### src/rtl/uart_mmio_tx.sv
// rtl/uart_mmio_tx.sv - memory-mapped console: THR/RBR/LSR registers, TX FIFO and drain FSM
module uart_mmio_tx #(
  parameter logic [63:0] BASE_ADDR  = 64'h1000_0000,
  parameter int          FIFO_DEPTH = 8,
  parameter int          TX_GAP     = 0
) (
  input  logic        clk_i,
  input  logic        rst_i,
  input  logic        mmio_wen_i,
  input  logic        mmio_ren_i,
  input  logic [63:0] mmio_addr_i,
  input  logic [63:0] mmio_wdata_i,
  output logic [63:0] mmio_rdata_o,
  output logic        uart_out_valid_o,
  output logic [7:0]  uart_out_ch_o,
  output logic        uart_in_valid_o,
  input  logic [7:0]  uart_in_ch_i,
  output logic        tx_busy_o,
  output logic [31:0] tx_count_o
);

  localparam int AW = $clog2(FIFO_DEPTH);
  localparam int GW = (TX_GAP > 1) ? $clog2(TX_GAP) : 1;

  typedef enum logic {IDLE, GAP} state_e;

  logic [7:0]    mem_q [FIFO_DEPTH];
  logic [AW-1:0] wr_ptr_q, rd_ptr_q;
  logic [AW:0]   count_q, count_d;
  logic          overflow_q, overflow_d;
  state_e        state_q;
  logic [GW-1:0] gap_q;
  logic          out_valid_q;
  logic [7:0]    out_ch_q;
  logic [31:0]   tx_count_q;

  logic       hit, full, empty, push_req, push, pop, lsr_rd;
  logic [2:0] off;
  logic [7:0] wr_byte, lsr, rd_byte;

  assign hit      = (mmio_addr_i[63:3] == BASE_ADDR[63:3]);
  assign off      = mmio_addr_i[2:0];
  assign wr_byte  = mmio_wdata_i[{off, 3'b000} +: 8];
  assign full     = (count_q == (AW+1)'(FIFO_DEPTH));
  assign empty    = (count_q == '0);
  assign pop      = (state_q == IDLE) && !empty;
  assign push_req = mmio_wen_i && hit && (off == 3'd0);
  // A pop in the same cycle frees the slot, so a full FIFO can still accept.
  assign push     = push_req && (!full || pop);
  assign lsr_rd   = mmio_ren_i && hit && (off == 3'd5);

  assign tx_busy_o       = !empty || (state_q != IDLE);
  assign lsr             = {1'b0, !tx_busy_o, !full, 3'b000, overflow_q, 1'b1};
  assign uart_in_valid_o = mmio_ren_i && hit && (off == 3'd0);

  always_comb begin
    rd_byte = 8'h00;
    if (mmio_ren_i && hit) begin
      case (off)
        3'd0:    rd_byte = uart_in_ch_i;
        3'd5:    rd_byte = lsr;
        default: rd_byte = 8'h00;
      endcase
    end
  end

  assign mmio_rdata_o = 64'(rd_byte) << {off, 3'b000};

  always_comb begin
    count_d = count_q;
    if (push && !pop)      count_d = count_q + 1'b1;
    else if (pop && !push) count_d = count_q - 1'b1;
    // A fresh drop wins over the read-to-clear in the same cycle.
    overflow_d = overflow_q;
    if (lsr_rd)              overflow_d = 1'b0;
    if (push_req && !push)   overflow_d = 1'b1;
  end

  always_ff @(posedge clk_i) begin
    if (rst_i) begin
      wr_ptr_q   <= '0;
      rd_ptr_q   <= '0;
      count_q    <= '0;
      overflow_q <= 1'b0;
    end else begin
      if (push) begin
        mem_q[wr_ptr_q] <= wr_byte;
        wr_ptr_q        <= wr_ptr_q + 1'b1;
      end
      if (pop) rd_ptr_q <= rd_ptr_q + 1'b1;
      count_q    <= count_d;
      overflow_q <= overflow_d;
    end
  end

  always_ff @(posedge clk_i) begin
    if (rst_i) begin
      state_q     <= IDLE;
      gap_q       <= '0;
      out_valid_q <= 1'b0;
      out_ch_q    <= 8'h00;
      tx_count_q  <= 32'd0;
    end else begin
      out_valid_q <= 1'b0;
      case (state_q)
        IDLE: begin
          if (pop) begin
            out_valid_q <= 1'b1;
            out_ch_q    <= mem_q[rd_ptr_q];
            tx_count_q  <= tx_count_q + 32'd1;
            if (TX_GAP > 0) begin
              state_q <= GAP;
              gap_q   <= GW'(TX_GAP - 1);
            end
          end
        end
        GAP: begin
          if (gap_q == '0) state_q <= IDLE;
          else             gap_q   <= gap_q - 1'b1;
        end
        default: state_q <= IDLE;
      endcase
    end
  end

  // Masking with reset keeps a strobe queued before reset from appearing in the reset cycle.
  assign uart_out_valid_o = out_valid_q && !rst_i;
  assign uart_out_ch_o    = out_ch_q;
  assign tx_count_o       = tx_count_q;

endmodule

### config.mk
export PLATFORM = sky130hd
export DESIGN_NAME = uart_mmio_tx
export DESIGN_NICKNAME = d
export VERILOG_FILES = /design/src/rtl/uart_mmio_tx.sv
export SDC_FILE = /design/constraint.sdc
export NUM_CORES = 1
export LEC_CHECK = 0
export CORE_UTILIZATION = 40
export CTS_BUF_LIST = sky130_fd_sc_hd__clkbuf_8
export CTS_CLUSTER_SIZE = 8
export DETAILED_ROUTE_END_ITERATION = 6
export GPL_TIMING_DRIVEN = 0
export PLACE_DENSITY = 0.76
export SYNTH_ARGS = -nofsm -noshare
export SYNTH_HDL_FRONTEND = slang
export SYNTH_SLANG_ARGS = --single-unit
### constraint.sdc
create_clock -name clk_i -period 3.19 [get_ports clk_i]
set_clock_uncertainty 0.1 [all_clocks]
set_input_delay 0.319 -clock clk_i [delete_from_list [all_inputs] [get_ports clk_i]]
set_output_delay 0.319 -clock clk_i [all_outputs]
set_load 0.02 [all_outputs]
# Yosys cells after proc, flatten, opt, wreduce, memory -nomap -nowiden
# Memories as Yosys holds them, arrays and structs flattened. A register that Yosys moved wholly into a read port is not among the register bits.
# Cells that the tools add are included.
# word_totals
output_inout_bits,107
mem_count,1
inputBits,140
reg_bits,46
elab_cells,59
ramBits,64
# memory_table
memory,words,word_bits,rd,rd_clocked_by_memory_dff,wr,line_no,rtl
mem_q,8,8,1,1,1,27,logic [7:0] mem_q [FIFO_DEPTH];
# op_classes
reduce_logical,26
shifts,2
n_mux,12
addsub,6
bitwise,1
eq_ne,3
# ops
op,n
indexed part select 64 x 7 -> 8 bit,1
<< shifter 8 x 6 -> 64 bit,1
"== test 61 x 26 -> 1 bit, second input constant",1
"adder 32 x 1 -> 32 bit, second input constant",1
case mux 8 bit (2 select lines),1
logical AND 1 bit,11
2-to-1 mux 1 bit,8
2-to-1 mux 4 bit,2
2-to-1 mux 8 bit,1
"adder 3 x 1 -> 3 bit, second input constant",2
logical NOT 1 bit,6
"adder 4 x 1 -> 4 bit, second input constant",1
"== test 4 bit, second input constant",1
logical NOT 4 bit,1
nonzero test 2 bit,2
OR reduction 2 bit,2
"subtractor 4 x 1 -> 4 bit, second input constant",1
"== test 3 bit, second input constant",1
logical NOT 3 bit,1
logical OR 1 bit,2
AND reduction 2 bit,1
NOT 1 bit,1
"subtractor 1 bit, second input constant",1

# Longest topological paths before layout
# logic_depth
depth_word,9
mapped_depth,13
mapped_depth_nobuf,13

# Least setup slack after synthesis
# Ideal clock, no wire load.
# synth_timing
kind,input port to flip-flop
from,input port mmio_addr_i[7]
to,register count_q[3]
setup_slack_ns,0.129
stages,13
setup_time_ns,0.070
n_path_buf,0
arrival_ns,2.891
path_cell_list,nor4_2 -> nand4_1 -> nor4_1 -> nand3_1 -> inv_1 -> ha_1 -> inv_1 -> ha_1 -> a21o_1 -> a21oi_1 -> xnor2_1 -> or3_1 -> a21oi_1
# synth_between
elab_chain_len,7
word_cells_on_any_way,9
cone_classes,eq/ne: 1; mux: 1; reduce/logical: 7
# synth_rtl
item,line_no,rtl
start: declaration,11,"input logic [63:0] mmio_addr_i,"
== test 61 x 26 -> 1 bit (*),41,assign hit = (mmio_addr_i[63:3] == BASE_ADDR[63:3]);
logical AND 1 bit (*) (2 in series),47,assign push_req = mmio_wen_i && hit && (off == 3'd0);
logical AND 1 bit (*),49,assign push = push_req && (!full || pop);
named net push,37,"logic hit, full, empty, push_req, push, pop, lsr_rd;"
logical NOT 1 bit,72,else if (pop && !push) count_d = count_q - 1'b1;
logical AND 1 bit,72,
nonzero test 2 bit (no line),n/a,
end signal: assignment,91,count_q <= count_d;
end: declaration,29,"logic [AW:0] count_q, count_d;"
# The timed path passes the listed nets; every way through them passes the cells marked *.
# A chain may end at the register's enable or synchronous reset.

# Final worst setup path
# layout_timing
from,input port mmio_addr_i[39]
to,register count_q[3]
# The elaborated chain is that of the path after synthesis.

==> results.sh <==
export IMPL_multi_input_area_sq_um=2660
export IMPL_power_combinational_fraction=0.324
export IMPL_finalHoldViolations=0
export IMPL_ys_types=41
export IMPL_p_int_mw=3.07
export IMPL_synth_edff_count=64
export IMPL_worstPathMaxFanout=4
export IMPL_clock_power_share=0.282
export IMPL_clkSinkCount=116
export IMPL_netlist_instances=489
export IMPL_p_per_area_nw_per_um2=520
export IMPL_grt_max_degree=17
export IMPL_cts_root_buf="clkbuf_8"
export IMPL_fmax_mhz=323
export IMPL_ir_worst_vdd_mv=0.322
export IMPL_yosysSeqAreaShare=0.506
export IMPL_clk_path_buf_depth=2
export IMPL_cp_start_kind="input pin"
export IMPL_diodes=0
export IMPL_die_h_um=123
export IMPL_cts_clk_slew_worst_paths_ns=0.07
export IMPL_fillers=1116
export IMPL_slew_headroom=0.239
export IMPL_synthTopCellsByCount="64 x edfxtp_1, 52 x buf_4, 52 x dfxtp_1"
export IMPL_endpoint_kind="register"
export IMPL_maxCapViolations=0
export IMPL_finalSetupTns_ns=0
export IMPL_min_period_over_period=0.970
export IMPL_synth_async_reset_ratio=0
export IMPL_synthTopCellsByArea="edfxtp_1 33%, dfxtp_1 18%, mux4_2 12%"
export IMPL_grt_ovfl_total=0
export IMPL_p_leak_nw=3.21
export IMPL_gp_congestion=0.823
export IMPL_syn_avg_cell_area_sq_um=12.0
export IMPL_wl_um=14300
export IMPL_detail_route_antenna_nets=0
export IMPL_rows=43
export IMPL_grt_pass1_vias=4598
export IMPL_route_detailed_drc=0
export IMPL_grtUsageTotal=0.196
export IMPL_die_w_um=123
export IMPL_firstDrtPassIters=5
export IMPL_setup_violations_final=0
export IMPL_power_net_switching_mw=1.46
export IMPL_p_sw_frac=0.323
export IMPL_worstPathArrival_ns=3.35
export IMPL_ctsHoldBuffers=0
export IMPL_clock_latency_ns=0.43
export IMPL_worstPathRequired_ns=3.45
export IMPL_synth_top_area_frac=0.328
export IMPL_status="finished clean"
export IMPL_ys_flop_type="edfxtp_1"
export IMPL_regArea_sq_um=2960
export IMPL_min_period_ns=3.09
export IMPL_seqPwrFrac=0.394
export IMPL_fp_coreArea_sq_um=14100
export IMPL_yosys_warnings=0
export IMPL_initial_core_util=0.415
export IMPL_dr_first_iter_drc_count=195
export IMPL_ioPinCount=247
export IMPL_cts_buffers=17
export IMPL_hold_class="reg2reg"
export IMPL_maxSlewViolCount=0
export IMPL_via_per_inst=4.92
export IMPL_drive_above_1_share=0.219
export IMPL_vias=4685
export IMPL_synth_largest_area_cell="edfxtp_1"
export IMPL_fin_total_pwr_mw=4.53
export IMPL_path_class="in2reg"
export IMPL_grt_first_pass_wirelength_um=22200
export IMPL_ys_ff_latch=116
export IMPL_tritoncts="done"
export IMPL_nNetsFinal=905
export IMPL_die_area_sq_um=15100
export IMPL_yosysMostFrequentCell="edfxtp_1"
export IMPL_cts_max_level=4
export IMPL_syn_cell_area_sq_um=5860
export IMPL_antenna_found_initial=0
export IMPL_dp_hpwl_um=11200
export IMPL_wl_per_cell_um=15.0
export IMPL_numPortBuffers=191
export IMPL_tightest_slew_ns=1.13
export IMPL_area_growth_pct=48.8
==> what timing repair did <==
| item | 4_1_cts | 5_1_grt |
|---|---|---|
| setup endpoints to repair | 48 | 13 |
| buffers inserted | 2 | 4 |
| gates resized for setup | 19 | 16 |
| hold endpoints to repair | 0 | 0 |
| pin swaps | 1 | 4 |
==> state kept, by name, indices dropped and copies added (netlist names) <==
signal,flops
out_valid_q,1
wr_ptr_q,3
uart_out_ch_o,8
tx_count_o,32
rd_ptr_q,3
count_q,4
mem_q,64
overflow_q,1
==> area by class of cell <==
cell class                 count  share of cell area
tap                          180              0.0258
multi-input combinational    337               0.305
buffer                        76              0.0560
timing repair buffer         201               0.225
sequential                   116               0.340
inverter                      10             0.00431
clock buffer                  17              0.0268
clock inverter                15              0.0169
==> path summary, 6_finish.rpt <==
check | start | end | slack, ns | depth (start not counted)
min reg2reg | overflow_q$_SDFFE_PP0P_ | overflow_q$_SDFFE_PP0P_ | 0.35 | 2
min | overflow_q$_SDFFE_PP0P_ | overflow_q$_SDFFE_PP0P_ | 0.35 | 2
max | mmio_addr_i[39] | count_q[3]$_SDFFE_PP0P_ | 0.1 | 14
max reg2reg | count_q[0]$_SDFFE_PP0P_ | count_q[3]$_SDFFE_PP0P_ | 0.54 | 10
==> critical path, stage by stage <==
cell,delay [ns]
clkdlybuf4s50_1,0.39
nor4_1,0.35
nand4_1,0.24
nor4_4,0.33
nand3_4,0.14
inv_1,0.10
ha_1,0.17
inv_1,0.07
ha_1,0.31
a21o_1,0.20
a21oi_2,0.15
xnor2_1,0.09
or3_1,0.33
a21oi_2,0.14
==> placed cells by master (no fill, tap or decap), types with 7 or more instances in the layout <==
cell,count
inv_1,11
nand2_1,16
a21oi_1,13
edfxtp_1,64
nand4_1,11
clkdlybuf4s50_1,178
mux2_2,9
xnor2_1,21
a211oi_1,8
nor4_1,17
and2_1,8
o21ai_0,7
clkbuf_1,14
conb_1,52
xor2_1,10
nor3_1,9
buf_4,62
nor2_1,50
clkbuf_8,17
nand3_1,10
nor4_2,9
mux4_2,32
dfxtp_1,52
mux2i_1,8
==> power groups by stage <==
| stage | Sequential [mW] | Clock, mW | Combinational [mW] |
|---|---|---|---|
| final | 1.79 | 1.28 | 1.47 |
| after global placement | 1.81 | 0 | 1.41 |
| after detailed placement | 1.81 | 0 | 1.44 |
| after CTS | 1.79 | 1.30 | 1.46 |
| after floorplan | 1.88 | 0 | 0.845 |
| after global routing | 1.80 | 1.38 | 1.59 |
==> stage by stage <==
stage          instances  instance area, sq um  hold WS [ns]  setup slack [ns]   util
6_report             952                  8720         0.350            0.0955  0.618
5_1_grt              952                  8720         0.373           -0.0101  0.618
4_1_cts              948                  8680         0.349           -0.0421  0.616
3_5_place_dp         915                  8250         0.338             -1.04  0.585
3_3_place_gp         911                  8190         0.332             -1.20  0.581
2_1_floorplan        540                  6050         0.321             0.129      -
==> kinds of logic after synthesis <==
logic type / share of synthesized area
XOR/XNOR: 0.0464
AO/OA/AOI/OAI: 0.0346
other: 0.000640
adder cells (fa/ha/maj): 0.0128
AND/OR/NAND/NOR: 0.155
multiplexers: 0.154
flip-flops: 0.506
buffers and inverters: 0.0904
==> metal layers <==
| layer | vias to the layer above | global-route usage | part of all wire |
|---|---|---|---|
| li1 | 2267 | - | - |
| met4 | 0 | 0.0745 | 0.021 |
| met1 | 2183 | 0.213 | 0.39 |
| met5 | - | 0 | 0 |
| met3 | 26 | 0.0507 | 0.067 |
| met2 | 209 | 0.362 | 0.52 |
Power figures use the tool's default switching activity.
